**config.mk**
```make
export PLATFORM = sky130hd
export DESIGN_NAME = sync_fifo_wrctrl_gen_flat
export DESIGN_NICKNAME = d
export VERILOG_FILES = /design/src/rtl/sync_fifo_wrctrl_gen_if.sv /design/src/rtl/sync_fifo_wrctrl_gen.sv /design/src/flat_wrapper.sv
export SDC_FILE = /design/constraint.sdc
export NUM_CORES = 1
export LEC_CHECK = 0
export BUFFER_PORTS_ARGS = -buffer_cell sky130_fd_sc_hd__buf_2
export CAP_MARGIN = 15
export CORE_ASPECT_RATIO = 0.6
export CORE_MARGIN = 8
export CORE_UTILIZATION = 41
export DETAILED_ROUTE_END_ITERATION = 10
export HOLD_SLACK_MARGIN = 0.05
export PLACE_DENSITY = 0.81
export SLEW_MARGIN = 20
export SYNTH_ARGS = -nofsm -noshare
export SYNTH_HDL_FRONTEND = slang
export SYNTH_SLANG_ARGS = --single-unit
export TNS_END_PERCENT = 1
```
**constraint.sdc**
```tcl
create_clock -name wclk_i -period 3.14 [get_ports wclk_i]
set_input_delay 0 -clock wclk_i [delete_from_list [all_inputs] [get_ports wclk_i]]
set_output_delay 0 -clock wclk_i [all_outputs]
set_load 0.1 [all_outputs]
```
**src/rtl/sync_fifo_wrctrl_gen_if.sv**
```systemverilog
// Write-side bus of the FIFO controller: the upstream request plus the RAM write port.
interface sync_fifo_wrctrl_gen_if #(
    parameter int unsigned AW = 7,
    parameter int unsigned DW = 32
);
    logic          wenable;
    logic [DW-1:0] wdata_i;
    logic          wenable_o;
    logic [DW-1:0] wdata_o;
    logic [AW-1:0] waddr_o;

    modport master (
        output wenable,
        output wdata_i,
        input  wenable_o,
        input  wdata_o,
        input  waddr_o
    );

    modport slave (
        input  wenable,
        input  wdata_i,
        output wenable_o,
        output wdata_o,
        output waddr_o
    );
endinterface

```
**src/rtl/sync_fifo_wrctrl_gen.sv**
```systemverilog
// Write-side controller for a single-clock FIFO: wrap-tagged write pointer, level and
// almost-full flags, sticky overflow with a saturating drop counter.
module sync_fifo_wrctrl_gen #(
    parameter int unsigned AW  = 7,
    parameter int unsigned DW  = 32,
    parameter int unsigned OCW = 8
) (
    input  logic                   wclk_i,
    input  logic                   rst_n,
    sync_fifo_wrctrl_gen_if.slave  wr_if,
    input  logic [AW:0]            rpnt_i,
    input  logic [AW:0]            afull_thr_i,
    input  logic                   ovf_clr_i,
    output logic [AW:0]            wpnt_o,
    output logic                   full_o,
    output logic                   afull_o,
    output logic [AW:0]            level_o,
    output logic                   ovf_o,
    output logic [OCW-1:0]         ovf_cnt_o
);
    localparam int unsigned PW = AW + 1;

    logic [PW-1:0]  wpnt_q, wpnt_d;
    logic           ovf_q, ovf_d;
    logic [OCW-1:0] ovf_cnt_q, ovf_cnt_d;
    logic           full;
    logic           accept;
    logic           drop;

    // Flags are combinational from the pointer pair so they never lag a read.
    always_comb begin
        level_o = wpnt_q - rpnt_i;
        full    = (wpnt_q[AW] != rpnt_i[AW]) && (wpnt_q[AW-1:0] == rpnt_i[AW-1:0]);
        afull_o = (level_o >= afull_thr_i);
        full_o  = full;
        accept  = rst_n & wr_if.wenable & ~full;
        drop    = rst_n & wr_if.wenable & full;
    end

    assign wr_if.wenable_o = accept;
    assign wr_if.wdata_o   = wr_if.wdata_i;
    assign wr_if.waddr_o   = wpnt_q[AW-1:0];
    assign wpnt_o          = wpnt_q;
    assign ovf_o           = ovf_q;
    assign ovf_cnt_o       = ovf_cnt_q;

    // Next state; a drop on the same edge as a clear wins and restarts the count at one.
    always_comb begin
        wpnt_d    = wpnt_q;
        ovf_d     = ovf_q;
        ovf_cnt_d = ovf_cnt_q;
        if (accept) begin
            wpnt_d = wpnt_q + PW'(1);
        end
        if (ovf_clr_i) begin
            ovf_d     = 1'b0;
            ovf_cnt_d = '0;
        end
        if (drop) begin
            ovf_d = 1'b1;
            if (ovf_clr_i) begin
                ovf_cnt_d = OCW'(1);
            end else if (!(&ovf_cnt_q)) begin
                ovf_cnt_d = ovf_cnt_q + OCW'(1);
            end
        end
    end

    always_ff @(posedge wclk_i) begin
        if (!rst_n) begin
            wpnt_q    <= '0;
            ovf_q     <= 1'b0;
            ovf_cnt_q <= '0;
        end else begin
            wpnt_q    <= wpnt_d;
            ovf_q     <= ovf_d;
            ovf_cnt_q <= ovf_cnt_d;
        end
    end
endmodule

```
**src/flat_wrapper.sv**
```systemverilog
// flat-port wrapper written by rule: the top's interface ports become plain ports
module sync_fifo_wrctrl_gen_flat 
#(
    parameter int unsigned AW  = 7,
    parameter int unsigned DW  = 32,
    parameter int unsigned OCW = 8
)
  (wclk_i, rst_n, rpnt_i, afull_thr_i, ovf_clr_i, wpnt_o, full_o, afull_o, level_o, ovf_o, ovf_cnt_o, wr_if_wenable, wr_if_wdata_i, wr_if_wenable_o, wr_if_wdata_o, wr_if_waddr_o);
  sync_fifo_wrctrl_gen_if #(.AW(AW), .DW(DW)) wr_if_i ();
  input  logic wclk_i;
  input  logic rst_n;
  input  logic [AW:0] rpnt_i;
  input  logic [AW:0] afull_thr_i;
  input  logic ovf_clr_i;
  output logic [AW:0] wpnt_o;
  output logic full_o;
  output logic afull_o;
  output logic [AW:0] level_o;
  output logic ovf_o;
  output logic [OCW-1:0] ovf_cnt_o;
  input wire logic [$bits(wr_if_i.wenable)-1:0] wr_if_wenable;
  input wire logic [$bits(wr_if_i.wdata_i)-1:0] wr_if_wdata_i;
  output wire logic [$bits(wr_if_i.wenable_o)-1:0] wr_if_wenable_o;
  output wire logic [$bits(wr_if_i.wdata_o)-1:0] wr_if_wdata_o;
  output wire logic [$bits(wr_if_i.waddr_o)-1:0] wr_if_waddr_o;
  assign wr_if_i.wenable = wr_if_wenable;
  assign wr_if_i.wdata_i = wr_if_wdata_i;
  assign wr_if_wenable_o = wr_if_i.wenable_o;
  assign wr_if_wdata_o = wr_if_i.wdata_o;
  assign wr_if_waddr_o = wr_if_i.waddr_o;
  sync_fifo_wrctrl_gen #(.AW(AW), .DW(DW), .OCW(OCW)) u_core (.wclk_i(wclk_i), .rst_n(rst_n), .wr_if(wr_if_i), .rpnt_i(rpnt_i), .afull_thr_i(afull_thr_i), .ovf_clr_i(ovf_clr_i), .wpnt_o(wpnt_o), .full_o(full_o), .afull_o(afull_o), .level_o(level_o), .ovf_o(ovf_o), .ovf_cnt_o(ovf_cnt_o));
endmodule
```
# --- After elaboration in Yosys (flattened, before gate mapping) ---
# Index checks and enable logic that the tools add are counted.
# W data, S select, Z words.
word_totals:
  ff_bits: 17
  latchBits: 0
  mem_bits_rw: 0
  romBits: 0
  inputBits: 52
  wordCells: 22
  memories: 0
classes:
  n_addsub: 3
  mul: 0
  n_div: 0
  n_lt_le_gt_ge: 1
  n_eq_ne: 2
  shifts: 0
  n_mux: 6
  n_bitwise: 4
  n_reduce_logical: 3
ops:
  columns: ["op", "count"]
  rows:
  - ["$mux W8", 4]
  - ["$add A8 B1 Y8 const B", 2]
  - ["$ge A8 B8 Y1", 1]
  - ["$reduce_and A8 Y1", 1]
  - ["$sub A8 B8 Y8", 1]
  - ["$eq A7 B7 Y1", 1]
  - ["$and A1 B1 Y1", 3]
  - ["$mux W1", 2]
  - ["$reduce_bool A2 Y1", 1]
  - ["$logic_and A1 B1 Y1", 1]
  - ["$ne A1 B1 Y1", 1]
  - ["$not A1 Y1", 1]

# --- Logic depth before layout (Yosys ltp) ---
# Gate-level depths: netlist of run 1.
logic_depth:
  ltp_word: 4
  mapped_depth: 13
  ltp_nobuf: 13

# --- Worst setup path before layout of run 1 ---
# Ideal clock, no wire load.
synth_path:
  path_kind: "reg-to-output"
  start: "register u_core.wpnt_q[0] (netlist: u_core.wpnt_o[0])"
  end: "output port afull_o"
  t_arrival_ns: 6.184
  required_ns: 3.140
  setup_slack_ns: -3.044
  path_stages_with_launch: 13
  path_buffers: 0
  path_cell_list: "dfxtp_1 -> inv_1 -> ha_1 -> inv_1 -> fa_1 -> a21o_1 -> a21oi_1 -> o21bai_1 -> a21oi_1 -> xnor2_1 -> ha_1 -> nand3_1 -> o21ai_0"
synth_via:
  elab_chain_len: 2
synth_lines:
  columns: ["item", "line_no", "source"]
  rows:
  - ["start, declared", "sync_fifo_wrctrl_gen.sv:23", "logic [PW-1:0] wpnt_q, wpnt_d;"]
  - ["start signal, assigned", "sync_fifo_wrctrl_gen.sv:75", "wpnt_q <= wpnt_d;"]
  - ["$sub A8 B8 Y8", "sync_fifo_wrctrl_gen.sv:32", "level_o = wpnt_q - rpnt_i;"]
  - ["named net level_o[6]", "flat_wrapper.sv:18", "output logic [AW:0] level_o;"]
  - ["$ge A8 B8 Y1", "sync_fifo_wrctrl_gen.sv:34", "afull_o = (level_o >= afull_thr_i);"]
  - ["end, declared", "flat_wrapper.sv:17", "output logic afull_o;"]
# The timed path passes the listed nets, and every way through them passes these cells.

# --- Final worst setup path of run 1 ---
layout_path:
  start: "register u_core.wpnt_q[0] (netlist: u_core.wpnt_o[0])"
  end: "output port afull_o"
layout_via:
  elab_chain_len: 2
layout_lines:
  columns: ["item", "line_no"]
  rows:
  - ["$sub A8 B8 Y8", "sync_fifo_wrctrl_gen.sv:32"]
  - ["$ge A8 B8 Y1", "sync_fifo_wrctrl_gen.sv:34"]
# Every way passes these cells.

==> results of run 1 <==
-- registers in the layout (all words and copies together) (netlist names) --
name / flops
u_core.ovf_o: 1
u_core.wpnt_o: 8
u_core.ovf_cnt_o: 8
-- timing repair --
action | in CTS | in global routing
hold endpoints to repair | 33 | 0
pin swaps | 1 | 4
setup endpoints to repair | 1 | 1
hold buffers | 33 | 0
setup buffers | 0 | 1
resized for setup | 3 | 8
-- tightest hold or removal path, stage by stage --
cell	delay, ns
buf_2	0.17
nand2_1	0.08
mux2i_1	0.06
-- cell type report --
| class | instances | share of cell area |
|---|---|---|
| clock buffers | 4 | 0.0208 |
| inverters | 20 | 0.0347 |
| multi-input cells | 125 | 0.464 |
| flip-flops and latches | 17 | 0.161 |
| well taps | 47 | 0.0272 |
| repair buffers | 89 | 0.292 |
-- cell usage after synthesis, drive strengths merged --
cell	n	area share
a211oi	1	0.0046
a21o	3	0.014
a21oi	9	0.028
and2	5	0.019
and3	2	0.0077
and4	1	0.0054
buf	40	0.18
clkbuf	1	0.0023
dfxtp	17	0.21
fa	1	0.012
ha	17	0.13
inv	20	0.046
mux2	1	0.0070
mux2i	4	0.025
nand2	13	0.030
nand2b	2	0.0077
nand3	13	0.040
nand4	7	0.027
nor2	12	0.028
nor2b	1	0.0039
nor3	4	0.015
nor4	3	0.021
nor4b	1	0.0054
o21ai	6	0.019
o21bai	2	0.0093
o32ai	1	0.0054
o41ai	1	0.0054
xnor2	7	0.043
xor2	8	0.043
-- final timing paths --
| check | slack (ns) | endpoint | cells after the start | start |
|---|---|---|---|---|
| max reg2reg | 1.02 | u_core.ovf_cnt_o[7] | 6 | u_core.wpnt_o[6] |
| min | 0.10 | u_core.wpnt_o[2] | 3 | rst_n |
| min reg2reg | 0.50 | u_core.ovf_o | 2 | u_core.ovf_o |
| max | 0.14 | afull_o | 14 | u_core.wpnt_o[0] |
-- kinds of logic (layout without fill, tap and decap cells) --
| logic type | after synthesis | count (layout) | synth area share |
|---|---|---|---|
| adders and majority gates | 18 | 18 | 0.144 |
| xor gates and xnor gates | 15 | 15 | 0.0859 |
| buffers and inverters | 61 | 113 | 0.232 |
| DFF | 17 | 17 | 0.210 |
| muxes | 5 | 5 | 0.0317 |
| AOI/OAI and AO/OA | 23 | 23 | 0.0851 |
| and+or+nand+nor | 64 | 64 | 0.211 |
-- routing by layer --
metal  GRT usage  up-vias
li1            -      753
met1       0.164      708
met2       0.250       95
met3      0.0497        8
met4      0.0419        0
met5           0        -
-- power by group --
part           internal (W)  switching [W]
sequential         0.000219     0.00000613
combinational      0.000106       0.000403
clock             0.0000901      0.0000726
-- through the flow --
stage	area, um2	total power [W]
3_5_place_dp	1740	0.000524
5_1_grt	2160	0.000927
2_1_floorplan	1700	0.000670
3_3_place_gp	1740	0.000520
6_report	2160	0.000896
4_1_cts	2120	0.000886
==> qor.yml, run 1 <==
status: "completed"
timing.fmax_mhz: 334
grt_first_pass_wirelength_um: 7580
rows: 17
top_layer: "met4"
syn_inst: 203
final-instance-count-excl-fill: 302
crit_type: "reg -> out"
drv_cap: 0
dr_total_vias: 1564
area_growth_pct: 33.6
drt-vias-per-instance: 5.18
routed_wl_um: 4880
peakVddDrop_mv: 0.237
grt_util_all_layers: 0.144
clk_latency_ns: 0.25
grt-ovfl-total: 0
drt_iter0_drc: 89
critPathLaunchType: "flip-flop"
cts_root_buffer: "clkbuf_8"
wl_met1_um: 1950
initial_core_util: 0.435
wl_per_cell_um: 16.2
syn_nets: 273
critPathBufInv: 3
slew_violations: 0
worst_path_largest_cell_delay_ns: 0.42
place_inst: 264
fp.dieArea_um2: 6280
drcViolationCount: 0
seqCellArea_um2: 349
place_hpwl_um: 3180
crit_chain: "inv_2 > ha_1 > inv_1 > fa_2 > a21o_1 > a21oi_2 > o21bai_1 > a21oi_2 > xnor2_4 > ha_4 > a21o_1 > a21oi_2 > o21ai_4 > buf_12"
ys_seq_area_frac: 0.210
numCtsBuffers: 3
die_y_um: 64.7
slew_headroom: 0.324
crit_path_max_fanout: 7
min_path_type: "in -> reg"
core_um2: 3720
grt_max_degree: 14
fillCellCount: 320
rsz0062_at_grt: "false"
yosys_warnings: 0
layout_common_cells: "buf_2, dlygate4sd3_1, inv_1"
dr_wl_met2_um: 2370
final_core_util: 0.581
timing.final.ws_setup_ns: 0.144
insertedDiodeCount: 0
nets: 326
grt_pass1_vias: 1519
finalSetupViolCount: 0
drive_above_1_share: 0.322
cpLargestDelayFamily: "compound AO/OA/AOI/OAI gates"
cts_buffer_depth: 2
layout_commonest_cell: "buf_2"
ys_seq_elements: 17
io_pins: 119
hold_viol_final: 0
power_leakage_nw: 1.09
multi_input_area_um2: 1000
syn-cell-area_um2: 1620
place_ws_ns: 0.0668
clkSinkCount: 17
powerDensity_nw_per_um2: 415
holdWs_ns: 0.102
required_ns: 3.14
fin_crit_ns: 3.00
grt_antenna_before_repair: 0
synth.distinct_cells: 33
worstMarginPinSlew_ns: 1.01
cp-end-kind: "primary output"
dr.pass1.iters: 7
syn_avg_cell_area_um2: 7.97
finalWeightedCongestion: 0.800
htree_levels: 1
fin_skew_ns: 0.000802
clkTransAtPathRegs_ns: 0.06
wl_met3_um: 481
timing.critical_path.mode_cell: "a21oi_2"
critPathArrivalTime_ns: 3.00
crit_slowest_cell: "fa_2"
ant_nets: 0
cts_tree: "yes"
setup_tns_ns: 0
portBuffers: 54
die_w_um: 97.1
post-route-period-util: 0.954
Power figures use the tool's default switching activity.
==> inputs of run 2 (changes only) <==
--- a/config.mk
+++ b/config.mk
@@ -12,7 +12,7 @@
 export CORE_UTILIZATION = 41
 export DETAILED_ROUTE_END_ITERATION = 10
 export HOLD_SLACK_MARGIN = 0.05
-export PLACE_DENSITY = 0.81
+export PLACE_DENSITY = 0.79
 export SLEW_MARGIN = 20
 export SYNTH_ARGS = -nofsm -noshare
 export SYNTH_HDL_FRONTEND = slang
==> qor.yml, run 2 (synthesis results as in run 1) <==
status: "completed"
htree_levels: 1
area_growth_pct: 32.3
critPathBufInv: 3
layout_common_cells: "buf_2, dlygate4sd3_1, inv_1"
insertedDiodeCount: 0
crit_chain: "inv_2 > ha_1 > inv_1 > fa_2 > a21o_1 > a21oi_2 > o21bai_1 > a21oi_2 > xnor2_4 > ha_1 > a21o_1 > a21oi_2 > o21ai_4 > buf_12"
fp.dieArea_um2: 6280
grt-ovfl-total: 0
dr_total_vias: 1490
grt_max_degree: 14
place_inst: 264
peakVddDrop_mv: 0.231
grt_pass1_vias: 1508
post-route-period-util: 0.952
drive_above_1_share: 0.319
fin_crit_ns: 2.99
min_path_type: "in -> reg"
drt-vias-per-instance: 4.95
nets: 325
crit_slowest_cell: "fa_2"
critPathArrivalTime_ns: 2.99
cts_tree: "yes"
dr.pass1.iters: 4
powerDensity_nw_per_um2: 416
clkSinkCount: 17
place_hpwl_um: 3030
routed_wl_um: 4670
die_y_um: 64.7
holdPathStages: 3
rows: 17
required_ns: 3.14
clk_latency_ns: 0.26
place_ws_ns: 0.0606
final-instance-count-excl-fill: 301
crit_start: "u_core.wpnt_o[0]"
core_um2: 3720
initial_core_util: 0.435
power_leakage_nw: 1.09
crit_type: "reg -> out"
drv_cap: 0
worst_path_largest_cell_delay_ns: 0.37
slew_violations: 0
cts_root_buffer: "clkbuf_8"
final_core_util: 0.575
grt_first_pass_wirelength_um: 7370
rrSetupSlack_ns: 1.00
finalSetupViolCount: 0
reg2reg_depth: 6
r2r_start: "u_core.wpnt_o[6]"
die_w_um: 97.1
io_pins: 119
rsz0062_at_grt: "false"
wl_per_cell_um: 15.5
drcViolationCount: 0
cp-end-kind: "primary output"
drt_iter0_drc: 102
slew_headroom: 0.325
grt_antenna_before_repair: 0
worstHoldStart: "rst_n"
crit_path_max_fanout: 7
holdWs_ns: 0.0952
fin_skew_ns: 0.0100
clkTransAtPathRegs_ns: 0.07
portBuffers: 54
hold_viol_final: 0
worstMarginPinSlew_ns: 1.01
numCtsBuffers: 3
finalWeightedCongestion: 0.777
ant_nets: 0
grt_util_all_layers: 0.139
timing.critical_path.mode_cell: "a21oi_2"
cts_buffer_depth: 2
timing.final.ws_setup_ns: 0.151
timing.fmax_mhz: 335
critPathLaunchType: "flip-flop"
hold_end: "u_core.wpnt_o[3]"
layout_commonest_cell: "buf_2"
power_w: 0.000891
r2r_end: "u_core.ovf_cnt_o[7]"
cpLargestDelayFamily: "compound AO/OA/AOI/OAI gates"
run 2: cell types whose count changed in the layout (fill, tap and decap cells not counted):
cell,before,now
clkbuf_1,1,0
ha_4,1,0
buf_4,2,1
dfxtp_4,1,0
dfxtp_2,4,5
ha_1,16,17
clkinv_2,0,1
run 2: worst reg2reg max path, stage by stage, from the launching register on:
cell     delay, ns
dfxtp_1       0.38
ha_1          0.47
nand4_1       0.24
nor4_4        0.39
nand4_1       0.17
mux2_1        0.34
nor2_1        0.09
run 2: cell type report:
| type | instances | area, um2 |
|---|---|---|
| fillers | 321 | 1580 |
| clock buffers | 3 | 41.3 |
| flip-flops and latches | 17 | 347 |
| multi-input cells | 125 | 991 |
| well taps | 47 | 58.8 |
| clock inverters | 1 | 5.00 |
| repair buffers | 88 | 623 |
| inverters | 20 | 75.1 |
run 2: worst max path at each step:
| stage | end | cells past startpoint | slack, ns |
|---|---|---|---|
| finish | afull_o | 14 | 0.15 |
| detailed placement | afull_o | 14 | 0.06 |
| global placement | afull_o | 14 | 0.14 |
| floorplan | u_core.wpnt_o[5] | 6 | -0.37 |
| global route | afull_o | 14 | 0.006 |
| CTS | afull_o | 14 | 0.03 |
run 2: repair_timing:
item,4_1_cts,5_1_grt
gates resized for setup,4,5
pin swaps,1,2
setup buffers,0,0
hold buffers,33,0
setup endpoints to repair,1,1
endpoints found under the hold margin,33,0
run 2: where the power goes:
group          total (W)  internal (W)  leakage [nW]  switching (W)
clock           0.000167     0.0000883        0.0255      0.0000785
sequential      0.000225      0.000219         0.140     0.00000608
combinational   0.000500      0.000102         0.923       0.000397
run 2: per-stage QoR:
step / TNS [ns] / cell area (um2)
floorplan: -0.728 / 1700
global placement: 0 / 1740
detailed placement: 0 / 1740
CTS: 0 / 2130
global route: 0 / 2140
finish: 0 / 2140
run 2: layer usage:
| metal | vias to the layer above | global-route usage | share of wire |
|---|---|---|---|
| li1 | 749 | - | - |
| met1 | 672 | 0.161 | 0.42 |
| met2 | 66 | 0.239 | 0.48 |
| met3 | 3 | 0.0571 | 0.096 |
| met4 | 0 | 0.0286 | 0.0058 |
| met5 | - | 0 | 0 |
==> inputs of run 3 (changes only) <==
--- a/config.mk
+++ b/config.mk
@@ -12,7 +12,7 @@
 export CORE_UTILIZATION = 41
 export DETAILED_ROUTE_END_ITERATION = 10
 export HOLD_SLACK_MARGIN = 0.05
-export PLACE_DENSITY = 0.79
+export PLACE_DENSITY = 0.85
 export SLEW_MARGIN = 20
 export SYNTH_ARGS = -nofsm -noshare
 export SYNTH_HDL_FRONTEND = slang
==> qor.yml, run 3 (synthesis results as in run 1) <==
p_comb_frac: 0.567
cp-end-kind: "primary output"
clk_latency_ns: 0.25
dr.pass1.iters: 4
hold_viol_final: 0
clkTransAtPathRegs_ns: 0.06
required_ns: 3.14
fillCellCount: 307
p_int_w: 0.000415
drcViolationCount: 0
worstHoldStart: "rst_n"
grt_util_all_layers: 0.143
setup_tns_ns: 0
critPathLaunchType: "flip-flop"
finalSetupViolCount: 0
critPathArrivalTime_ns: 2.98
io_pins: 119
reg2reg_depth: 6
initial_core_util: 0.435
p_clk_frac: 0.181
wl_per_cell_um: 15.7
crit_chain: "inv_2 > ha_1 > inv_1 > fa_2 > a21o_1 > a21oi_2 > o21bai_1 > a21oi_2 > xnor2_4 > ha_4 > a21o_1 > a21oi_2 > o21ai_4 > buf_12"
slew_headroom: 0.335
insertedDiodeCount: 0
routed_wl_um: 4740
cts_tree: "yes"
grt-ovfl-total: 0
multi_input_area_um2: 1000
rows: 17
drt_iter0_drc: 108
crit_slowest_cell: "fa_2"
fin_crit_ns: 2.98
cts_root_buffer: "clkbuf_8"
place_area_um2: 1740
nets: 326
worst_path_largest_cell_delay_ns: 0.41
p_switching_w: 0.000479
slew_violations: 0
post-route-period-util: 0.950
drt-vias-per-instance: 5.05
drive_above_1_share: 0.322
cts_buffer_depth: 2
timing.fmax_mhz: 335
drv_cap: 0
portBuffers: 54
place_hpwl_um: 3200
ant_nets: 0
fin_area_um2: 2160
clkSinkCount: 17
seqCellArea_um2: 349
grt_pass1_vias: 1602
fin_skew_ns: 0.00298
holdPathStages: 3
timing.critical_path.mode_cell: "a21oi_2"
fp.dieArea_um2: 6280
die_w_um: 97.1
peakVddDrop_mv: 0.198
core_um2: 3720
netSwitchingFraction: 0.536
grt_max_degree: 14
place_ws_ns: 0.0324
crit_path_max_fanout: 7
timing.final.ws_setup_ns: 0.159
r2r_start: "u_core.wpnt_o[3]"
status: "completed"
worstMarginPinSlew_ns: 0.995
grt_antenna_before_repair: 0
crit_type: "reg -> out"
seqPwrFrac: 0.252
die_y_um: 64.7
area_growth_pct: 33.6
min_path_type: "in -> reg"
power_leakage_nw: 1.09
numCtsBuffers: 3
htree_levels: 1
layout_common_cells: "buf_2, dlygate4sd3_1, inv_1"
crit_start: "u_core.wpnt_o[0]"
grt_first_pass_wirelength_um: 7670
finalWeightedCongestion: 0.843
dr_total_vias: 1524
powerDensity_nw_per_um2: 413
layout_commonest_cell: "buf_2"
[run 3: repair_timing]
item,4_1_cts,5_1_grt
endpoints found under the setup margin,1,1
hold buffers,33,0
buffers inserted,0,1
resized for setup,4,7
pin swaps,1,6
endpoints found under the hold margin,33,0
[run 3: layout make-up]
cell class	instances	area share
Sequential cell	17	0.161
Inverter	20	0.0347
Timing Repair Buffer	89	0.292
Tap cell	47	0.0272
Multi-Input combinational cell	125	0.464
Clock buffer	4	0.0208
[run 3: layer usage]
metal,GRT usage,vias to the layer above,share of wire
li1,-,751,-
met1,0.166,687,0.42
met2,0.247,76,0.48
met3,0.0476,10,0.080
met4,0.0419,0,0.018
met5,0,-,0
[run 3: critical path, delay by kind of cell (launching register included)]
kind | cells | cell delay, ns
DFF | 1 | 0.37
buffers and inverters | 3 | 0.31
AOI/OAI and AO/OA | 7 | 1.11
xor gates and xnor gates | 1 | 0.16
adders and majority gates | 3 | 0.77
[run 3: path summary, 6_finish.rpt]
| kind | endpoint | slack, ns |
|---|---|---|
| max reg2reg | u_core.ovf_cnt_o[7] | 1.04 |
| min | u_core.wpnt_o[2] | 0.11 |
| max | afull_o | 0.16 |
| min reg2reg | u_core.ovf_o | 0.48 |
[run 3: power groups by stage]
stage / logic [W] / clock network, W / registers (W)
6_report: 0.000507 / 0.000162 / 0.000225
5_1_grt: 0.000527 / 0.000177 / 0.000226
3_5_place_dp: 0.000297 / 0 / 0.000230
2_1_floorplan: 0.000423 / 0 / 0.000247
4_1_cts: 0.000497 / 0.000169 / 0.000225
3_3_place_gp: 0.000293 / 0 / 0.000229
[run 3: through the flow]
step | total power, W | instances | hold WS (ns) | utilization
6_report | 0.000894 | 302 | 0.109 | 0.581
2_1_floorplan | 0.000670 | 203 | 0.158 | -
4_1_cts | 0.000891 | 301 | 0.0953 | 0.571
3_5_place_dp | 0.000527 | 264 | 0.000681 | 0.466
5_1_grt | 0.000930 | 302 | 0.122 | 0.581
3_3_place_gp | 0.000522 | 264 | 0.000681 | 0.466
